<file path="src/rtl/t02_mem_pkg.sv">
// Shared types and defaults for the multi-channel memory request arbiter.
// States, default widths and conventional channel indices.
package t02_mem_pkg;

  typedef enum logic [1:0] {
    IDLE  = 2'd0,
    ISSUE = 2'd1,
    WAIT  = 2'd2,
    DONE  = 2'd3
  } state_t;

  localparam int DEF_NUM_CH = 2;
  localparam int DEF_ADDR_W = 32;
  localparam int DEF_DATA_W = 32;

  localparam int CH_IFETCH = 0;
  localparam int CH_DATA   = 1;

endpackage

</file>
<file path="src/rtl/t02_arb_select.sv">
// Combinational winner select for the memory arbiter.
// T02_MEM_ARB_ROUND_ROBIN_EN selects round-robin; otherwise index 0 wins.
module t02_arb_select
  import t02_mem_pkg::*;
#(
  parameter int NUM_CH = DEF_NUM_CH,
  parameter int IDX_W  = $clog2(NUM_CH)
) (
  input  logic [NUM_CH-1:0] i_req,
  input  logic [IDX_W-1:0]  i_ptr,
  input  logic              i_enable,
  output logic [IDX_W-1:0]  o_idx,
  output logic              o_valid
);

  always_comb begin
    o_valid = i_enable && (|i_req);
    o_idx   = '0;
`ifdef T02_MEM_ARB_ROUND_ROBIN_EN
    // Walk offsets high to low so the nearest requester after i_ptr wins.
    for (int k = NUM_CH - 1; k >= 0; k--) begin
      int j;
      j = int'(i_ptr) + k;
      if (j >= NUM_CH) j = j - NUM_CH;
      if (i_req[IDX_W'(j)]) o_idx = IDX_W'(j);
    end
`else
    for (int k = NUM_CH - 1; k >= 0; k--) begin
      if (i_req[IDX_W'(k)]) o_idx = IDX_W'(k);
    end
`endif
  end

`ifndef T02_MEM_ARB_ROUND_ROBIN_EN
  logic w_unused_ptr;
  assign w_unused_ptr = ^i_ptr;
`endif

endmodule

</file>
<file path="src/rtl/t02_mem_arbiter.sv">
// NUM_CH-way memory request arbiter onto one RAM port, one access in flight.
// Define T02_MEM_ARB_ROUND_ROBIN_EN for round-robin instead of fixed priority.
module t02_mem_arbiter
  import t02_mem_pkg::*;
#(
  parameter int NUM_CH = DEF_NUM_CH,
  parameter int ADDR_W = DEF_ADDR_W,
  parameter int DATA_W = DEF_DATA_W
) (
  input  logic                           clk,
  input  logic                           rst,
  input  logic                           enable,
  input  logic [NUM_CH-1:0]              ch_req,
  input  logic [NUM_CH-1:0]              ch_wen,
  input  logic [NUM_CH-1:0][ADDR_W-1:0]  ch_addr,
  input  logic [NUM_CH-1:0][DATA_W-1:0]  ch_wdata,
  output logic [NUM_CH-1:0]              ch_ready,
  output logic [DATA_W-1:0]              ch_rdata,
  output logic [$clog2(NUM_CH)-1:0]      grant_id,
  output logic                           arb_busy,
  output logic [ADDR_W-1:0]              ramaddr,
  output logic [DATA_W-1:0]              ramstore,
  output logic                           Ren,
  output logic                           Wen,
  input  logic [DATA_W-1:0]              ramload,
  input  logic                           busy_o
);

  localparam int IDX_W = $clog2(NUM_CH);

  state_t              r_state;
  logic [IDX_W-1:0]    r_gid;
  logic                r_wflag;
  logic [ADDR_W-1:0]   r_ramaddr;
  logic [DATA_W-1:0]   r_ramstore;
  logic                r_ren;
  logic                r_wen;
  logic [NUM_CH-1:0]   r_ready;
  logic [DATA_W-1:0]   r_rdata;
  logic                r_busy;

  logic [IDX_W-1:0]    w_ptr;
  logic [IDX_W-1:0]    w_idx;
  logic                w_valid;

`ifdef T02_MEM_ARB_ROUND_ROBIN_EN
  logic [IDX_W-1:0]    r_ptr;
  assign w_ptr = r_ptr;
`else
  assign w_ptr = '0;
`endif

  t02_arb_select #(
    .NUM_CH (NUM_CH),
    .IDX_W  (IDX_W)
  ) u_sel (
    .i_req    (ch_req),
    .i_ptr    (w_ptr),
    .i_enable (enable),
    .o_idx    (w_idx),
    .o_valid  (w_valid)
  );

  // Strobes and ready are registered one state ahead so they line up
  // with ISSUE and DONE respectively.
  always_ff @(posedge clk) begin
    if (rst) begin
      r_state    <= IDLE;
      r_gid      <= '0;
      r_wflag    <= 1'b0;
      r_ramaddr  <= '0;
      r_ramstore <= '0;
      r_ren      <= 1'b0;
      r_wen      <= 1'b0;
      r_ready    <= '0;
      r_rdata    <= '0;
      r_busy     <= 1'b0;
`ifdef T02_MEM_ARB_ROUND_ROBIN_EN
      r_ptr      <= '0;
`endif
    end else begin
      r_ren   <= 1'b0;
      r_wen   <= 1'b0;
      r_ready <= '0;
      unique case (r_state)
        IDLE: begin
          if (w_valid) begin
            r_gid      <= w_idx;
            r_ramaddr  <= ch_addr[w_idx];
            r_ramstore <= ch_wdata[w_idx];
            r_wflag    <= ch_wen[w_idx];
            r_ren      <= ~ch_wen[w_idx];
            r_wen      <= ch_wen[w_idx];
            r_busy     <= 1'b1;
            r_state    <= ISSUE;
          end
        end
        ISSUE: r_state <= WAIT;
        WAIT: begin
          if (!busy_o) begin
            if (!r_wflag) r_rdata <= ramload;
            r_ready <= NUM_CH'(1) << r_gid;
            r_state <= DONE;
          end
        end
        DONE: begin
          r_busy  <= 1'b0;
          r_state <= IDLE;
`ifdef T02_MEM_ARB_ROUND_ROBIN_EN
          r_ptr <= (r_gid == IDX_W'(NUM_CH - 1)) ? '0 : r_gid + 1'b1;
`endif
        end
      endcase
    end
  end

  assign ch_ready = r_ready;
  assign ch_rdata = r_rdata;
  assign grant_id = r_gid;
  assign arb_busy = r_busy;
  assign ramaddr  = r_ramaddr;
  assign ramstore = r_ramstore;
  assign Ren      = r_ren;
  assign Wen      = r_wen;

endmodule

</file>
<file path="config.mk">
export PLATFORM = sky130hd
export DESIGN_NAME = t02_mem_arbiter
export DESIGN_NICKNAME = d
export VERILOG_FILES = /design/src/rtl/t02_mem_pkg.sv /design/src/rtl/t02_arb_select.sv /design/src/rtl/t02_mem_arbiter.sv
export SDC_FILE = /design/constraint.sdc
export NUM_CORES = 1
export LEC_CHECK = 0
export BUFFER_PORTS_ARGS = -buffer_cell sky130_fd_sc_hd__buf_2
export CAP_MARGIN = 25
export CORE_AREA = 2 2 105 107
export CTS_CLUSTER_DIAMETER = 200
export DETAILED_ROUTE_END_ITERATION = 10
export DIE_AREA = 0 0 107 109
export PLACE_DENSITY = 0.68
export SLEW_MARGIN = 10
export SYNTH_ARGS = -nofsm -noshare
export SYNTH_HDL_FRONTEND = slang
export SYNTH_SLANG_ARGS = --single-unit
</file>
<file path="constraint.sdc">
create_clock -name clk -period 2.2 [get_ports clk]
set_clock_uncertainty 0.2 [all_clocks]
set_input_delay 0.22 -clock clk [delete_from_list [all_inputs] [get_ports clk]]
set_output_delay 0.22 -clock clk [all_outputs]
set_load 0.01 [all_outputs]
</file>
==> insert_results.sql <==
INSERT INTO impl_metrics (metric_group, metric, value, unit) VALUES
('global_route', 'grt_start_max_net_pins', '61', ''),
('timing', 'timing.setup.tns', '0', 'ns'),
('pwr', 'internal-power', '0.00338', 'W'),
('routing', 'postRouteWirelength', '11.4', 'mm'),
('die', 'chipHeight', '109', 'um'),
('critical_path', 'timing.critical_path.from_type', 'flop', ''),
('die', 'start_util', '34.6', '%'),
('place', 'hpwlAfterDp', '6.96', 'mm'),
('logic_synthesis', 'synth.cells.most_frequent', '194 x sky130_fd_sc_hd__nand2_1, 103 x sky130_fd_sc_hd__dfxtp_1, 97 x sky130_fd_sc_hd__a21oi_1', ''),
('final_layout', 'drive_gt1_share', '30.5', '%'),
('die', 'floorplan.io_pins', '270', ''),
('outcome', 'outcome', 'complete, no violations', ''),
('timing', 'post-route-min-period', '1.96', 'ns'),
('pwr', 'switching_fraction_of_total_power', '33.0', '%'),
('place', 'buffer_ports.inserted', '202', ''),
('routing', 'drt_iter0_drc', '207', ''),
('worst_hold_path', 'worst_hold_path_type', 'in2reg', ''),
('routing', 'num_vias', '4000', ''),
('critical_path', 'arrival', '2.05', 'ns'),
('pwr', 'p_seq_share', '45.7', '%'),
('routing', 'detail_route.drc_violations', '0', ''),
('timing', 'slew-limit-headroom', '58.6', '%'),
('timing', 'timing.fmax', '511', 'MHz'),
('clock_network', 'maximum_level_of_the_cts_h_tree', '3', ''),
('place', 'place_congestion', '0.726', ''),
('die', 'core.rowCount', '38', ''),
('global_route', 'gr-usage-all-layers', '18.7', '%'),
('routing', 'firstDrtPassIters', '4', ''),
('logic_synthesis', 'synth.area.top_cells', 'sky130_fd_sc_hd__dfxtp_1 56%, sky130_fd_sc_hd__nand2_1 20%, sky130_fd_sc_hd__a21oi_1 13%', ''),
('routing', 'vias_per_std_cell', '4.54', ''),
('critical_path', 'path_buf_inv', '2', ''),
('clock_network', 'ctsLongestPathBuffers', '2', ''),
('timing', 'hold_viol', '0', ''),
('pwr', 'pwr-share-comb', '30.8', '%'),
('critical_path', 'critical-path-top-delay-family', 'compound AO/OA/AOI/OAI gates', ''),
('place', 'numPlacedInstances', '767', ''),
('clock_network', 'cts.root.buffer_cell', 'sky130_fd_sc_hd__clkbuf_8', ''),
('final_layout', 'syn_to_final_growth', '61.6', '%'),
('logic_synthesis', 'postSynthRegisterBits', '103', ''),
('logic_synthesis', 'yosys.cell_types.count', '26', ''),
('clock_network', 'tritoncts', 'yes', ''),
('timing', 'tightest_slew', '0.621', 'ns'),
('clock_network', 'clkSlewWorstSetupHoldPaths', '0.10', 'ns'),
('clock_network', 'clock_latency', '0.36', 'ns'),
('clock_network', 'post_cts_buffers', '0', ''),
('global_route', 'overflow', '0', ''),
('run', 'drv_cap', '0', ''),
('timing', 'finalCritPeriodShare', '88.9', '%'),
('die', 'die_x_extent', '107', 'um'),
('clock_network', 'cts_hold_buffers', '98', ''),
('timing', 'setup_viol', '0', ''),
('critical_path', 'worst_ep_required_time', '2.29', 'ns'),
('logic_synthesis', 'synth-async-reset-ratio', '0', '%'),
('global_route', 'antenna_found_initial', '0', ''),
('pwr', 'design_power_total', '0.00505', 'W'),
('global_route', 'grt_pass1_wl', '17.5', 'mm'),
('clock_network', 'cts_resized', '0', ''),
('critical_path', 'cpMaxStageDelayCell', 'sky130_fd_sc_hd__o211a_2', ''),
('pwr', 'power_density', '852', 'nW/um^2'),
('pwr', 'vdd_ir_drop_max', '0.449', 'mV'),
('critical_path', 'max_stage_delay', '0.38', 'ns'),
('final_layout', 'nFillCells', '918', ''),
('logic_synthesis', 'synth_area_per_cell', '8.11', 'um^2'),
('logic_synthesis', 'synth_most_common_cell', 'sky130_fd_sc_hd__nand2_1', ''),
('logic_synthesis', 'synth-edff-count', '0', ''),
('logic_synthesis', 'mappedNetlistArea', '3660', 'um^2'),
('logic_synthesis', 'synth.largest_area_cell', 'sky130_fd_sc_hd__dfxtp_1', ''),
('final_layout', 'num_antenna_cells', '0', ''),
('die', 'floorplan.die_area', '11700', 'um^2'),
('logic_synthesis', 'synthesis.instances', '452', ''),
('critical_path', 'end_kind', 'flop', '');
cell families (layout without fill, tap and decap cells):
group / count (synthesis) / count (layout) / synth area share [%]
other cells: 1 / 2 / 0.102
simple gates: 205 / 205 / 22.0
compound gates: 103 / 103 / 14.6
buf+inv: 36 / 324 / 5.67
fa+ha+maj: 3 / 3 / 1.02
mux: 1 / 1 / 0.273
flops: 103 / 103 / 56.3
power by group through the flow:
| stage | registers (W) | logic (W) | clock network [W] |
|---|---|---|---|
| detailed placement | 0.00234 | 0.00142 | 0 |
| CTS | 0.00230 | 0.00156 | 0.00124 |
| floorplan | 0.00247 | 0.000762 | 0 |
| global route | 0.00234 | 0.00172 | 0.00131 |
| global placement | 0.00233 | 0.00138 | 0 |
| finish | 0.00231 | 0.00156 | 0.00118 |
worst min-delay path: cells and delay by family:
kind                   cells  cell delay [ns]
and+or+nand+nor            1             0.11
AOI/OAI and AO/OA          2             0.21
buffers and inverters      1             0.12
worst paths after layout:
kind | from | cells past startpoint | endpoint | slack (ns)
setup reg to reg | r_state[0]$_SDFFE_PP0P_ | 6 | ramstore[19]$_SDFFE_PP0P_ | 0.24
hold / removal | ch_req[0] | 4 | r_wflag$_SDFFE_PP0P_ | 0.15
setup / recovery | r_state[0]$_SDFFE_PP0P_ | 6 | ramstore[19]$_SDFFE_PP0P_ | 0.24
hold reg to reg | ramstore[7]$_SDFFE_PP0P_ | 2 | ramstore[7]$_SDFFE_PP0P_ | 0.25
registers in the layout, indices dropped and copies added (netlist names):
signal	flops
Ren	1
Wen	1
arb_busy	1
ch_rdata	32
ch_ready	1
r_state	2
r_wflag	1
ramaddr	32
ramstore	32
stage by stage:
stage	setup WS [ns]	instance area, um^2	utilization [%]
floorplan	0.589	3670	-
CTS	0.236	5920	55.9
global route	0.0715	5920	55.9
global placement	0.375	4740	44.7
finish	0.244	5920	55.9
detailed placement	0.287	4740	44.7
per-layer routing:
metal / vias to the layer above / wire (um) / track usage, % / part of all wire (%)
met5: - / 0 / 0 / 0
met4: 0 / 149 / 6.12 / 1.3
met3: 16 / 943 / 5.92 / 8.3
met2: 167 / 5630 / 34.9 / 50
met1: 1803 / 4630 / 20.0 / 41
li1: 2014 / - / - / -
placed cells by master, fill, tap and decap left out, types with 2 or more instances in the layout:
cell	count
sky130_fd_sc_hd__a21oi_1	97
sky130_fd_sc_hd__buf_12	2
sky130_fd_sc_hd__buf_2	201
sky130_fd_sc_hd__buf_4	5
sky130_fd_sc_hd__clkbuf_1	2
sky130_fd_sc_hd__clkbuf_8	10
sky130_fd_sc_hd__clkinvlp_4	2
sky130_fd_sc_hd__conb_1	2
sky130_fd_sc_hd__dfxtp_1	103
sky130_fd_sc_hd__dlygate4sd3_1	98
sky130_fd_sc_hd__ha_1	3
sky130_fd_sc_hd__inv_1	2
sky130_fd_sc_hd__nand2_1	194
sky130_fd_sc_hd__nand2b_1	2
sky130_fd_sc_hd__nor2_1	2
sky130_fd_sc_hd__nor3b_1	2
layout make-up:
| type | count | area (um^2) | area share [%] |
|---|---|---|---|
| Clock buffer | 12 | 145 | 2.45 |
| Clock inverter | 4 | 53.8 | 0.909 |
| Inverter | 2 | 7.51 | 0.127 |
| Multi-Input combinational cell | 314 | 1410 | 23.9 |
| Sequential cell | 103 | 2060 | 34.8 |
| Tap cell | 140 | 175 | 2.96 |
| Timing Repair Buffer | 306 | 2060 | 34.9 |
Power figures use the tool's default switching activity.
